==> config.mk <==
export PLATFORM = sky130hd
export DESIGN_NAME = ptgen
export DESIGN_NICKNAME = d
export VERILOG_FILES = /design/src/rtl/ptgen.sv
export SDC_FILE = /design/constraint.sdc
export NUM_CORES = 1
export LEC_CHECK = 0
export BUFFER_PORTS_ARGS = -buffer_cell sky130_fd_sc_hd__buf_2
export CORE_AREA = 8 8 52 54
export CTS_BUF_LIST = sky130_fd_sc_hd__clkbuf_8
export DETAILED_ROUTE_END_ITERATION = 16
export DIE_AREA = 0 0 60 62
export PLACE_DENSITY_LB_ADDON = 0.15
export SLEW_MARGIN = 20
export SYNTH_ARGS = -nofsm -noshare
export SYNTH_HDL_FRONTEND = slang
export SYNTH_SLANG_ARGS = --single-unit
==> constraint.sdc <==
create_clock -name i_clk -period 1.82 [get_ports i_clk]
set_input_delay 0.364 -clock i_clk [delete_from_list [all_inputs] [get_ports i_clk]]
set_output_delay 0.364 -clock i_clk [all_outputs]
set_load 0.05 [all_outputs]
==> src/rtl/ptgen.sv <==
`default_nettype none
// ============================================================================
// Module   : ptgen
// Brief    : Digital-to-time pulse generator; a 7-bit width becomes an
//            exactly-that-long high pulse followed by a GAP-cycle low guard.
//            Optional PTGEN_REPEAT_EN turns it into a continuous pulse train.
// Revision : 1.0 - initial release
// ============================================================================
module ptgen #(
   parameter int GAP = 1
) (
   input  logic       i_clk,
   input  logic       i_rst,
   input  logic [6:0] i_width,
   input  logic       i_valid,
   output logic       o_ready,
   output logic       o_out,
   output logic       o_busy,
   output logic       o_done
);

   typedef enum logic [1:0] {
      ST_IDLE = 2'd0,
      ST_HIGH = 2'd1,
      ST_GAP  = 2'd2
   } state_t;

   localparam logic [6:0] c_gap_load = 7'(GAP - 1);

   state_t     r_state;
   logic [6:0] r_cnt;
   logic       w_start;
   logic [6:0] w_start_width;
   logic       w_gap_rdy_first;

`ifdef PTGEN_REPEAT_EN
   localparam bit c_repeat = 1'b1;

   logic [6:0] r_width;
   logic       w_gap_end;

   // The last GAP cycle either takes a new request or re-arms the last width.
   assign w_gap_end     = (r_state == ST_GAP) && (r_cnt == 7'd0);
   assign w_start       = (i_valid && o_ready) || (w_gap_end && (r_width != 7'd0));
   assign w_start_width = i_valid ? i_width : r_width;

   always_ff @(posedge i_clk or negedge i_rst) begin
      if (!i_rst)
         r_width <= 7'd0;
      else if (w_start)
         r_width <= w_start_width;
   end
`else
   localparam bit c_repeat = 1'b0;

   assign w_start       = i_valid && o_ready;
   assign w_start_width = i_width;
`endif

   assign w_gap_rdy_first = c_repeat && (GAP == 1);

   always_ff @(posedge i_clk or negedge i_rst) begin
      if (!i_rst) begin
         r_state <= ST_IDLE;
         r_cnt   <= 7'd0;
         o_out   <= 1'b0;
         o_busy  <= 1'b0;
         o_done  <= 1'b0;
         o_ready <= 1'b1;
      end else begin
         o_done <= 1'b0;
         if (w_start) begin
            o_busy <= 1'b1;
            if (w_start_width != 7'd0) begin
               r_state <= ST_HIGH;
               r_cnt   <= w_start_width;
               o_out   <= 1'b1;
               o_ready <= 1'b0;
            end else begin
               r_state <= ST_GAP;
               r_cnt   <= c_gap_load;
               o_out   <= 1'b0;
               o_done  <= 1'b1;
               o_ready <= w_gap_rdy_first;
            end
         end else begin
            case (r_state)
               ST_IDLE: ;
               ST_HIGH: begin
                  if (r_cnt == 7'd1) begin
                     r_state <= ST_GAP;
                     r_cnt   <= c_gap_load;
                     o_out   <= 1'b0;
                     o_done  <= 1'b1;
                     o_ready <= w_gap_rdy_first;
                  end else begin
                     r_cnt <= r_cnt - 7'd1;
                  end
               end
               ST_GAP: begin
                  if (r_cnt == 7'd0) begin
                     r_state <= ST_IDLE;
                     o_busy  <= 1'b0;
                     o_ready <= 1'b1;
                  end else begin
                     r_cnt   <= r_cnt - 7'd1;
                     o_ready <= c_repeat && (r_cnt == 7'd1);
                  end
               end
               default: begin
                  r_state <= ST_IDLE;
                  o_out   <= 1'b0;
                  o_busy  <= 1'b0;
                  o_ready <= 1'b1;
               end
            endcase
         end
      end
   end

endmodule
`default_nettype wire

==> impl_metrics.toml, run 1 <==
[status]
outcome = "finished, final reports clean"

[synth]
synth-edff-count = 0
synthCells = 76
ys_seq_area_share_pct = 41.56
synth_fp_nets = 89
syn-cell-area_um2 = 785.8
synth_top_area_share_pct = 38.22
synth_top_flop_cell = "dfrtp_1"
yosysWarningCount = 0
synth_area_per_cell_um2 = 10.34
ys_ff_latch = 13
synth_area_leaders = "dfrtp_1 38%, ha_1 4.8%, o21ai_0 4.5%"
async_flop_share_pct = 100.0
yosysUniqueCellTypes = 32
yosysTopAreaCell = "dfrtp_1"
synth_most_common_cell = "dfrtp_1"
synthTopCellsByCount = "12 x dfrtp_1, 8 x nand2_1, 7 x o21ai_0, 5 x a21oi_1, 5 x nor2_1"

[clock_network]
tritoncts = "built"
clk-insertion-delay-late_ns = 0.24
cts_sinks = 13
clk_pin_slew_ns = 0.05
hold_buffers = 0
numCtsBuffers = 3
clk_root_buffer_cell = "clkbuf_8"
max-clock-path-buffers = 2
h-tree-depth = 1

[sta]
worst_clock_skew_ns = 0.001279
tightestPinTransition_ns = 0.3141
finalMaxSlewViolations = 0
slew_headroom_pct = 78.79
fin_crit_ns = 1.733
max_freq_mhz = 577.1
rsz0062_at_grt = "yes"
fin_crit_sh_pct = 95.20
setup_tns_ns = 0
worst_slack_ns = 0.08734
setup-violations-final = 0
finalHoldViolations = 0

[hold_path]
hp-class = "in2async"

[power_and_ir_drop]
leakage_nw = 0.4673
ir_drop_mv = 0.7951
switchingPower_uw = 851.8
power_density_nw_per_um2 = 1896
switching_share_pct = 43.95
power.share.clock_pct = 13.0
p_int_mw = 1.086
combinationalPowerShare_pct = 56.5
p_seq_share_pct = 30.4

[worst_setup_path]
crit_arrival_ns = 1.86
r2r_end = "r_cnt[5]$_DFFE_PN0P_"
rr_startpoint = "r_cnt[1]$_DFFE_PN0P_"
end_kind = "register"
r2r_cells = 7
worstSetupStartpointType = "register"
rrSetupSlack_ns = 0.09
critPathMaxFanout = 5
required_ns = 1.95
crit_type = "reg2reg"

[finish]
finalNonFillerCells = 131
n_fill_cell = 182
layout-drive-gt1-share_pct = 44.23
final_cell_area_um2 = 1022
diodes = 0
nets = 118
area_delta_synth_final_pct = 30.10

[floorplan]
initial_utilization_pct = 41.32
die-area_um2 = 3720
core_area_um2 = 1902
die_w_um = 60
dieHeight_um = 62
fp-row-count = 16
boundaryPins = 14

[placed_design]
gp_congestion = 0.8254
port_buffers = 13
hpwl_mm = 1.449
place_area_um2 = 948.4
post-place-ws_ns = -0.02037
dp_cells = 125

[routing]
drc_errors = 0
wire_per_inst_um = 14.39
vias_per_cell = 5.344
firstDrtPassIters = 4
drt_iter0_drc = 16
drt-total-wl_mm = 1.885
final_antenna_net_count = 0
vias = 700

[global_route]
grt_pass1_vias = 694
grt_usage_pct = 11.83
grt_pass1_wl_mm = 3.284
grt_max_degree = 14
antenna_found_initial = 0
overflow = 0

[run]
drv_cap = 0
worst max-delay path, stage by stage, from the launching register on:
cell and delay, ns:
dfrtp_1 0.38, inv_1 0.10, ha_1 0.18, and2b_2 0.21, a21oi_4 0.18, a2bb2oi_4 0.10, buf_4 0.15, o41ai_1 0.31
layer usage:
metal  wire length [um]  share of wire (%)  global-route usage, %  vias to the layer above
li1                   -                  -                      -                      336
met3                 77                4.1                  2.675                        4
met1                893                 47                  14.90                      341
met2                889                 47                  18.46                       19
met4                 24                1.3                  6.122                        0
met5                  0                  0                      0                        -
registers in the layout (all words and copies together) (netlist names):
signal and flops:
r_state 2, o_busy 1, o_out 1, o_done 1
r_cnt 7, o_ready 1
what timing repair did:
item / 4_1_cts / 5_1_grt
buffers inserted: 1 / 1
cloned: 0 / 0
hold endpoints to repair: 0 / 0
resized for setup: 0 / 6
pin swaps: 0 / 2
endpoints found under the setup margin: 2 / 2
area by class of cell:
type | instances | area, um2 | area share [%]
multi-input combinational | 59 | 449.2 | 43.94
timing repair buffer | 25 | 155.1 | 15.18
clock inverter | 1 | 3.754 | 0.3672
sequential | 13 | 327.8 | 32.07
tap | 27 | 33.78 | 3.305
inverter | 3 | 11.26 | 1.102
clock buffer | 3 | 41.29 | 4.039
power groups by stage:
stage | Clock [mW] | Sequential (mW) | Combinational, mW
after floorplan | 0 | 0.700 | 0.585
after global placement | 0 | 0.584 | 1.02
after detailed placement | 0 | 0.587 | 1.03
after CTS | 0.262 | 0.579 | 1.06
after global routing | 0.273 | 0.611 | 1.22
final | 0.253 | 0.590 | 1.10
cell usage in the layout, fill, tap and decap left out, types with 4 or more instances in the layout:
| cell type | n |
|---|---|
| buf_2 | 13 |
| buf_4 | 12 |
| dfrtp_1 | 11 |
| nand2_1 | 8 |
| o21ai_0 | 7 |
| a21oi_1 | 5 |
| nor2_1 | 4 |
| a22oi_1 | 4 |
logic make-up after synthesis:
logic type	synth area share [%]
flops	41.56
compound gates	25.96
fa+ha+maj	4.778
xor+xnor	2.230
simple gates	22.61
buf+inv	2.866
how the worst max path moves through the flow:
stage | start | endpoint | depth (start not counted)
after global placement | i_width[5] | r_state[1]$_DFFE_PN0P_ | 6
after CTS | r_cnt[0]$_DFFE_PN0P_ | r_cnt[2]$_DFFE_PN0P_ | 7
after global routing | r_cnt[0]$_DFFE_PN0P_ | r_cnt[5]$_DFFE_PN0P_ | 5
final | r_cnt[1]$_DFFE_PN0P_ | r_cnt[5]$_DFFE_PN0P_ | 7
after detailed placement | r_cnt[0]$_DFFE_PN0P_ | r_cnt[2]$_DFFE_PN0P_ | 7
after floorplan | r_cnt[0]$_DFFE_PN0P_ | r_cnt[2]$_DFFE_PN0P_ | 7
through the flow:
stage,hold WS [ns],power (mW),utilization (%)
finish,0.0005885,1.938,53.75
global route,0.02272,2.101,53.75
global placement,0.2736,1.607,49.87
CTS,0.006897,1.901,52.63
detailed placement,0.2695,1.616,49.87
floorplan,0.06841,1.285,-
No activity file was read; power rests on OpenSTA's default activity.
==> inputs of run 2 (changes only) <==
--- a/config.mk
+++ b/config.mk
@@ -15,3 +15,4 @@
 export SYNTH_ARGS = -nofsm -noshare
 export SYNTH_HDL_FRONTEND = slang
 export SYNTH_SLANG_ARGS = --single-unit
+export TNS_END_PERCENT = 50
==> constraint.sdc (replaced) <==
create_clock -name i_clk -period 2.2 [get_ports i_clk]
set_input_delay 0.44 -clock i_clk [delete_from_list [all_inputs] [get_ports i_clk]]
set_output_delay 0.44 -clock i_clk [all_outputs]
set_load 0.05 [all_outputs]
==> run 2 against run 1 <==
Routed wire length fell by 2.4%. Global-route usage about the same. Setup slack improved by 0.23 ns. Largest cell class unchanged. Non-clock buffer count shrank 11. First-iteration DRC count is 38% higher. Clock power decreased by 14%.
==> impl_metrics.toml, run 2 (synthesized netlist as in run 1, its figures left out) <==
[status]
outcome = "finished, final reports clean"

[worst_setup_path]
crit_path_top_delay_cell = "or3b_2"
end_kind = "register"
crit_type = "reg2reg"
crit_buf_inv = 1
crit_arrival_ns = 2.07
required_ns = 2.38
cp_slowest_stage_delay_ns = 0.48
rrSetupSlack_ns = 0.31
critPathMaxFanout = 7
cpLargestDelayFamily = "simple AND/OR/NAND/NOR gates"
path_cells = "inv_1 -> ha_1 -> and2b_2 -> a21oi_4 -> a2bb2oi_4 -> or3b_2 -> nand3_1"
worstSetupStartpointType = "register"

[hold_path]
hp-class = "in2async"

[routing]
drc_errors = 0
wire_per_inst_um = 15.33
firstDrtPassIters = 4
drt_iter0_drc = 22
vias = 642
drt-total-wl_mm = 1.840
vias_per_cell = 5.350
final_antenna_net_count = 0

[power_and_ir_drop]
ir_drop_mv = 0.7719
power_density_nw_per_um2 = 1576
total_power_mw = 1.459
leakage_nw = 0.4098

[global_route]
grt_usage_pct = 11.84
grt_pass1_vias = 668
antenna_found_initial = 0
overflow = 0
grt_max_degree = 14
grt_pass1_wl_mm = 3.153

[finish]
area_delta_synth_final_pct = 17.83
finalNonFillerCells = 120
multi_input_area_um2 = 436.7
diodes = 0
nets = 107
top_regs = "r_cnt x7, r_state x2"
n_fill_cell = 186
final-seq-area_um2 = 326.6
final_common_cell = "buf_2"
layout-drive-gt1-share_pct = 33.33
final_cell_mix = "13 x buf_2, 12 x dfrtp_1, 8 x nand2_1, 7 x o21ai_0"
top_register = "r_cnt"
largest_reg_flops = 7

[sta]
finalMaxSlewViolations = 0
finalHoldViolations = 0
fin_crit_sh_pct = 85.75
fin_crit_ns = 1.887
setup_tns_ns = 0
max_freq_mhz = 530.1
holdWs_ns = 0.07467
rsz0062_at_grt = "no"
worst_slack_ns = 0.3134
setup-violations-final = 0
worst_clock_skew_ns = 0.0007550
tightestPinTransition_ns = 0.6522
slew_headroom_pct = 55.95

[clock_network]
tritoncts = "built"
ctsResizeCount = 0
post_cts_buffers = 0
cts_sinks = 13
clk_root_buffer_cell = "clkbuf_8"
hold_buffers = 0
numCtsBuffers = 3
h-tree-depth = 1
max-clock-path-buffers = 2
clk-insertion-delay-late_ns = 0.25
clk_pin_slew_ns = 0.06

[floorplan]
initial_utilization_pct = 41.32
core_area_um2 = 1902
die_w_um = 60
boundaryPins = 14
die-area_um2 = 3720
dieHeight_um = 62
fp-row-count = 16

[placed_design]
port_buffers = 13
hpwl_mm = 1.379
post-place-ws_ns = 0.1902
gp_congestion = 0.7216
dp_cells = 116

[run]
drv_cap = 0
[run 2: final cells by class]
class / count / area share, %
timing repair buffer: 14 / 7.838
tap: 27 / 3.649
clock inverter: 1 / 0.4054
clock buffer: 3 / 4.459
sequential: 13 / 35.27
inverter: 3 / 1.216
multi-input combinational: 59 / 47.16
[run 2: final timing paths]
| check | start | endpoint | cells past startpoint |
|---|---|---|---|
| min in group i_clk | i_width[3] | r_cnt[3]$_DFFE_PN0P_ | 2 |
| max | r_cnt[0]$_DFFE_PN0P_ | r_cnt[2]$_DFFE_PN0P_ | 7 |
| min reg2reg | o_out$_DFFE_PN0P_ | o_out$_DFFE_PN0P_ | 2 |
| min | i_rst | o_done$_DFF_PN0_ | 1 |
| max reg2reg | r_cnt[0]$_DFFE_PN0P_ | r_cnt[2]$_DFFE_PN0P_ | 7 |
| max in group asynchronous | i_rst | o_ready$_DFFE_PN1P_ | 1 |
[run 2: through the flow]
step                utilization [%]  instance area (um2)
finish                        48.68                925.9
global route                  48.68                925.9
CTS                           48.68                925.9
detailed placement            46.32                880.8
global placement              46.32                880.8
floorplan                         -                785.8
[run 2: routing by layer]
layer  track usage, %  vias up  routed length [um]
met4            8.163        0                  51
met1            15.17      312                 891
met5                0        -                   0
met2            17.38       15                 828
met3            2.469        4                  68
li1                 -      311                   -
[run 2: report_power, final]
group          leakage (nW)  internal (mW)  switching, mW  total [mW]
registers             0.157          0.361          0.132       0.493
clock network        0.0269          0.124         0.0936       0.217
logic                 0.226          0.296          0.453       0.749
total                 0.410          0.780          0.679        1.46
